<file path="config.mk">
export PLATFORM = sky130hd
export DESIGN_NAME = crossbar_rr
export DESIGN_NICKNAME = d
export VERILOG_FILES = /design/src/rtl/crossbar_pkg.sv /design/src/rtl/rr_arbiter.sv /design/src/rtl/crossbar_rr.sv
export SDC_FILE = /design/constraint.sdc
export NUM_CORES = 1
export LEC_CHECK = 0
export BUFFER_PORTS_ARGS = -buffer_cell sky130_fd_sc_hd__buf_2
export CORE_UTILIZATION = 49
export CTS_CLUSTER_SIZE = 25
export DETAILED_ROUTE_END_ITERATION = 10
export PLACE_DENSITY_LB_ADDON = 0.08
export SETUP_SLACK_MARGIN = 0.1
export SYNTH_ARGS = -nofsm -noshare
export SYNTH_HDL_FRONTEND = slang
export SYNTH_HIERARCHICAL = 1
export SYNTH_SLANG_ARGS = --single-unit
</file>
<file path="constraint.sdc">
create_clock -name clk -period 3.7 [get_ports clk]
set_input_delay 0.925 -clock clk [delete_from_list [all_inputs] [get_ports clk]]
set_output_delay 0.925 -clock clk [all_outputs]
set_load 0.01 [all_outputs]
</file>
<file path="src/rtl/crossbar_pkg.sv">
// Shared definitions for the round-robin packet crossbar: default port sizing
// and small modulo index helpers that avoid any clog2 dependency.
package crossbar_pkg;

    localparam int W = 2;
    localparam int N = 1 << W;

    typedef logic [W-1:0] port_idx_t;

    function automatic int wrap_idx(input int base, input int offset, input int n);
        return (base + offset) % n;
    endfunction

    function automatic int next_idx(input int k, input int n);
        return wrap_idx(k, 1, n);
    endfunction

endpackage

</file>
<file path="src/rtl/rr_arbiter.sv">
// Round-robin arbiter for one crossbar output. The search starts at the
// internal pointer, which moves past the winner only when a grant is issued.
module rr_arbiter #(
    parameter int N = 4,
    parameter int W = 2
) (
    input  logic         clk,
    input  logic         rst,
    input  logic [N-1:0] req,
    input  logic         en,
    output logic [N-1:0] grant,
    output logic [W-1:0] gidx
);
    import crossbar_pkg::*;

    logic [W-1:0] ptr_reg;
    logic [W-1:0] cand;
    logic [W-1:0] sel;
    logic         found;

    always_comb begin
        found = 1'b0;
        sel   = '0;
        cand  = '0;
        for (int i = 0; i < N; i++) begin
            cand = W'(wrap_idx(int'(ptr_reg), i, N));
            if (!found && req[cand]) begin
                found = 1'b1;
                sel   = cand;
            end
        end
        grant = '0;
        if (en && found) begin
            grant[sel] = 1'b1;
        end
        gidx = sel;
    end

    always_ff @(posedge clk) begin
        if (rst) begin
            ptr_reg <= '0;
        end else if (en && found) begin
            ptr_reg <= W'(next_idx(int'(sel), N));
        end
    end

endmodule

</file>
<file path="src/rtl/crossbar_rr.sv">
// N-port valid/ready crossbar: each output has its own round-robin arbiter
// and a single registered stage that can pop and refill on the same edge.
module crossbar_rr #(
    parameter int  DW = 16,
    parameter int  W  = 2,
    localparam int N  = 1 << W
) (
    input  logic                 clk,
    input  logic                 rst,
    input  logic [N-1:0]         i_valid,
    input  logic [N-1:0][DW-1:0] i_data,
    input  logic [N-1:0][W-1:0]  i_dest,
    output logic [N-1:0]         i_ready,
    output logic [N-1:0]         o_valid,
    output logic [N-1:0][DW-1:0] o_data,
    output logic [N-1:0][W-1:0]  o_src,
    input  logic [N-1:0]         o_ready
);
    import crossbar_pkg::*;

    logic [N-1:0]  req [N];
    logic [N-1:0]  grant [N];
    logic [W-1:0]  gidx [N];
    logic [N-1:0]  en;
    logic [N-1:0]  ready_next;

    logic          valid_reg [N];
    logic [DW-1:0] data_reg [N];
    logic [W-1:0]  src_reg [N];

    genvar gi, gk;
    generate
        for (gi = 0; gi < N; gi++) begin : g_out
            for (gk = 0; gk < N; gk++) begin : g_req
                assign req[gi][gk] = i_valid[gk] && (i_dest[gk] == W'(gi));
            end

            // A full, stalled output issues no grant; reset blocks all accepts.
            assign en[gi] = (!valid_reg[gi] || o_ready[gi]) && !rst;

            rr_arbiter #(
                .N (N),
                .W (W)
            ) u_arb (
                .clk   (clk),
                .rst   (rst),
                .req   (req[gi]),
                .en    (en[gi]),
                .grant (grant[gi]),
                .gidx  (gidx[gi])
            );

            always_ff @(posedge clk) begin
                if (rst) begin
                    valid_reg[gi] <= 1'b0;
                    data_reg[gi]  <= '0;
                    src_reg[gi]   <= '0;
                end else if (|grant[gi]) begin
                    valid_reg[gi] <= 1'b1;
                    data_reg[gi]  <= i_data[gidx[gi]];
                    src_reg[gi]   <= gidx[gi];
                end else if (o_ready[gi]) begin
                    valid_reg[gi] <= 1'b0;
                end
            end

            assign o_valid[gi] = valid_reg[gi];
            assign o_data[gi]  = data_reg[gi];
            assign o_src[gi]   = src_reg[gi];
        end
    endgenerate

    // Each input targets one output, so OR-ing the grant rows never collides.
    always_comb begin
        ready_next = '0;
        for (int j = 0; j < N; j++) begin
            ready_next = ready_next | grant[j];
        end
    end

    assign i_ready = ready_next;

endmodule

</file>
; ---- Word-level counts from Yosys, hierarchy flattened
; Memories as Yosys holds them, arrays and structs flattened.
; Index checks and enable logic that the tools add are counted.
[totals]
reg_bits = 8
mem_bits_rw = 76
in_bits = 82
memories = 3
[memory_table]
columns = memory, words, word_bits, rd, rd_ports_with_merged_regs, wr, line_no
row1 = data_reg, 4, 16, 4, 0, 4, crossbar_rr.sv:28  ; logic [DW-1:0] data_reg [N];
row2 = src_reg, 4, 2, 4, 0, 4, crossbar_rr.sv:29  ; logic [W-1:0] src_reg [N];
row3 = valid_reg, 4, 1, 4, 0, 4, crossbar_rr.sv:27  ; logic valid_reg [N];
[op_classes]
add_sub_neg = 16
magnitude_cmp = 24
n_eq_ne = 12
muxes = 130
bitwise = 19
reduce_logical = 69
[op_table]
columns = cell, count
row1 = binary-select mux 16 bit (select 2 bit), 4
row2 = two-way mux 16 bit, 8
row3 = two-way mux 1 bit, 74
row4 = "less-than comparator 2 x 3 -> 1 bit, second input constant", 20
row5 = logical AND 1 bit, 40
row6 = two-way mux 2 bit, 20
row7 = binary-select mux 1 bit (select 2 bit), 16
row8 = zero test 1 bit, 17
row9 = "adder 2 x 1 -> 2 bit, second input constant", 8
row10 = "adder 2 bit, second input constant", 8
row11 = "== test 2 bit, second input constant", 8
row12 = two-way mux 4 bit, 4
row13 = OR 1 bit, 16
row14 = OR reduction 4 bit, 4
row15 = OR 4 bit, 3
row16 = demux 1 bit (select 2 bit), 4
row17 = "== test 2 x 1 -> 1 bit, second input constant", 4
row18 = "greater-or-equal comparator 2 x 1 -> 1 bit, second input constant", 4
row19 = zero test 2 bit, 4
row20 = logical OR 1 bit, 4

; ---- Logic depth before layout (Yosys ltp)
[depth]
word_depth = 25
mapped_depth = 10
mapped_depth_nobuf = 9

; ---- Cells and area by module
; Netlist, hierarchy kept.
[modules_own_cells]
columns = module, instances, cells_each, area_each_um2
row1 = crossbar_rr, 1, 297, 5028.6
row2 = rr_arbiter (g_out[0].u_arb ...), 3, 26, 215.2
row3 = rr_arbiter (g_out[3].u_arb), 1, 32, 270.3

; ---- Worst setup path after synthesis
; Ideal clock, no wire load.
[synth_path]
path_type = input -> register
startpoint = input port i_valid[3]
endpoint = memory data_reg[3][0] (netlist: data_reg[1][16]) (enable)
setup_ps = 333
arrival_time_ps = 3307
path_slack_ps = 60
stages = 10
n_path_buf = 1
cell_sequence = and3_1 -> nand2b_1 -> a21oi_1 -> nor4_2 -> inv_1 -> ha_1 -> and2_1 -> or4_4 -> clkbuf_1 -> or2_1
[synth_rtl]
columns = item, line_no
row1 = start: declaration, crossbar_rr.sv:10  ; input logic [N-1:0] i_valid,
row2 = end: declaration, crossbar_rr.sv:28

==> metrics.txt <==
status=finished, violations left; failing checks=design-rule violations; most common library cells after synthesis=edfxtp_1, and3b_1, mux4_2; Layout Nets=695; RSZ-0062 raised after global routing=yes; leak pwr=3.530 nW; Reg2Reg Setup Slack=0.86 ns; CP Class=in -> out; fin cells=757; crit end category=output port; predominant post-synthesis flop cell=edfxtp_1; cell family with most CP delay=simple AND/OR/NAND/NOR gates; Synth top area share=38.39%; Worst Path Buf+Inv=4; Distinct cells, synth=42; vias in the first global route=4533; share of cells above drive strength 1=56.68%; Site Rows=39; first-pass GRT wire length=25130 um; slowest CP cell=or4_4; Worst setup SP type=input pin; flip-flop count of the largest register after layout=64; synth top area cells=edfxtp_1, mux4_2, mux4_1, and3b_1, dfxtp_1; #FFs+latches synth=84; Post-synth EDFFs=76; top achievable clock speed=272.4 MHz; H-tree Lvls=3; DR DRC count=13; Reg clk slew, reported paths=0.07 ns; Final setup viols=0; Synth Cell Area=5944 um^2; final period utilization=99.22%; Clock Path Buffers=2; Avg Synthesized Cell Area=14.61 um^2; endpoints failing hold=0; fin. max-slew vios=0; IO Pins=162; Worst Skew=0.009139 ns; most numerous cell in the Yosys netlist=edfxtp_1; antenna viol nets, final=0; FFs w/ async S/R, synth=0%; min Tclk post-route=3.671 ns; post-synth top area cell=edfxtp_1; HP Class=reg -> reg; setup tns final=0 ns; crit path max fanout=4; GPL Wtd Cong=0.8702; dpl cells=732; Skew-Pair Late Insertion Delay=0.35 ns; CTS sink cnt=84; Core ar.=11610 um^2; cts bufs inserted=9; Critical Path End=i_ready[3]; pwr/cell area=398.7 nW/um^2; vias per inst=5.976; gr usage total=26.87%; worst r2r dst=data_reg[1][18]$_SDFFCE_PN0P_; final wirelength=16250 um; post-detail-place hpwl=11660 um; crit path cell chain=buf_6 > and3_4 > buf_6 > nor4_4 > nor4_4 > buf_4 > ha_4 > and2_4 > or4_4 > buf_6; Peak supply drop=0.0002579 V; Arr. time, crit path=2.75 ns; ant diodes=0; worst setup path start=i_valid[2]; Yosys Warn Count=6; FF-to-FF path depth=8; Mapped Cells=407; CP required=2.77 ns; maximum number of pins on one net before global-route repair=49; router iterations before antenna repair=7; synthesis-to-finish area growth=31.57%; Synthesized Nets=493; CTS tree=built; CP peak stage delay=0.43 ns; Worst R2R Start=g_out[3].u_arb/ptr_reg[1]$_SDFFE_PP0P_; worst-margin pin slew=0.5174 ns; Port Buffers=161; final-layout fill cell count=882; Die ar.=12580 um^2; Starting Density=51.19%; clock root buffer=clkbuf_16; Seq/Total Area, Yosys=41.09%; most used cell, CP=buf_6; WL/cell=21.46 um; number of cells on the critical path=10; Starting DRT DRC Count=280; die width=112.1 um; Die Span Y=112.1 um; max-cap viol count=0; Rel. slew slack=65.51%; gr ovfl total=0; initial antenna violation count=0; via count=4524
==> layout make-up <==
type | count | area [um^2] | share of cell area, %
multi-input combinational | 270 | 3411 | 43.61
sequential | 84 | 2442 | 31.23
timing repair buffer | 228 | 1409 | 18.01
clock buffer | 12 | 246.5 | 3.151
tap | 143 | 178.9 | 2.288
clock inverter | 4 | 73.82 | 0.9438
inverter | 16 | 60.06 | 0.7679
==> worst reg2reg max path, cell delays in order, from the launching register on <==
cell	delay, ns
dfxtp_1	0.46
nand2b_4	0.20
a21oi_4	0.07
nor4_4	0.31
inv_1	0.10
ha_2	0.18
and2_1	0.14
or4_4	0.54
or2_2	0.51
==> report_power, final <==
group	internal [mW]	switching, mW
clock network	0.611	0.387
registers	1.16	0.0389
logic	0.476	0.448
==> kinds of logic (layout without fill, tap and decap cells) <==
group | after synthesis | in the layout | synth area share (%)
adders and majority gates | 4 | 4 | 0.8420
and+or+nand+nor | 166 | 166 | 21.91
muxes | 69 | 69 | 26.86
AOI/OAI and AO/OA | 31 | 31 | 3.936
DFF | 84 | 84 | 41.09
buffers and inverters | 53 | 260 | 5.367
==> repair_timing <==
item / in CTS / in global routing
setup buffers: 5 / 5
gates resized for setup: 47 / 15
pin swaps: 3 / 6
endpoints found under the setup margin: 4 / 4
hold buffers: 0 / 0
endpoints found under the hold margin: 0 / 0
==> cells in the final DEF (no fill, tap or decap), types with 5 or more instances in the layout <==
cell type / instances
buf_2: 151
edfxtp_1: 76
and3b_1: 70
buf_4: 64
mux4_2: 36
mux4_1: 28
inv_1: 15
a21oi_1: 12
buf_6: 10
clkbuf_16: 9
dfxtp_1: 8
or4_4: 7
nor2b_1: 7
nor2_2: 6
and3b_2: 6
nand2b_1: 6
nor4_2: 6
and2_4: 6
nand2_1: 5
nor3b_1: 5
nor4_4: 5
nor3_1: 5
==> how the worst min path moves through the flow <==
stage	end	depth (start not counted)	start
2_1_floorplan	g_out[0].u_arb/ptr_reg[0]$_SDFFE_PP0P_	2	g_out[0].u_arb/ptr_reg[0]$_SDFFE_PP0P_
3_3_place_gp	g_out[2].u_arb/ptr_reg[1]$_SDFFE_PP0P_	2	g_out[2].u_arb/ptr_reg[1]$_SDFFE_PP0P_
3_5_place_dp	g_out[2].u_arb/ptr_reg[1]$_SDFFE_PP0P_	2	g_out[2].u_arb/ptr_reg[1]$_SDFFE_PP0P_
4_1_cts	g_out[2].u_arb/ptr_reg[1]$_SDFFE_PP0P_	2	g_out[2].u_arb/ptr_reg[1]$_SDFFE_PP0P_
5_1_grt	g_out[2].u_arb/ptr_reg[1]$_SDFFE_PP0P_	2	g_out[2].u_arb/ptr_reg[1]$_SDFFE_PP0P_
6_report	g_out[2].u_arb/ptr_reg[1]$_SDFFE_PP0P_	2	g_out[2].u_arb/ptr_reg[1]$_SDFFE_PP0P_
==> metal layers <==
layer	track usage [%]	wire length (um)
met5	0	0
met4	11.73	372
met3	3.348	1007
met2	46.00	8215
met1	34.61	6650
==> through the flow <==
step / util, % / hold slack (ns) / worst slack (ns) / power, mW / instance area (um^2)
6_report: 67.35 / 0.5489 / 0.02878 / 3.119 / 7821
5_1_grt: 67.35 / 0.5822 / -0.03313 / 3.232 / 7821
4_1_cts: 66.43 / 0.5472 / 0.05316 / 3.112 / 7715
3_5_place_dp: 61.74 / 0.5373 / -0.1318 / 2.076 / 7171
3_3_place_gp: 61.74 / 0.5298 / -0.08197 / 2.061 / 7171
2_1_floorplan: - / 0.4912 / 0.1003 / 1.751 / 5944
(Power assumes the default switching activity.)
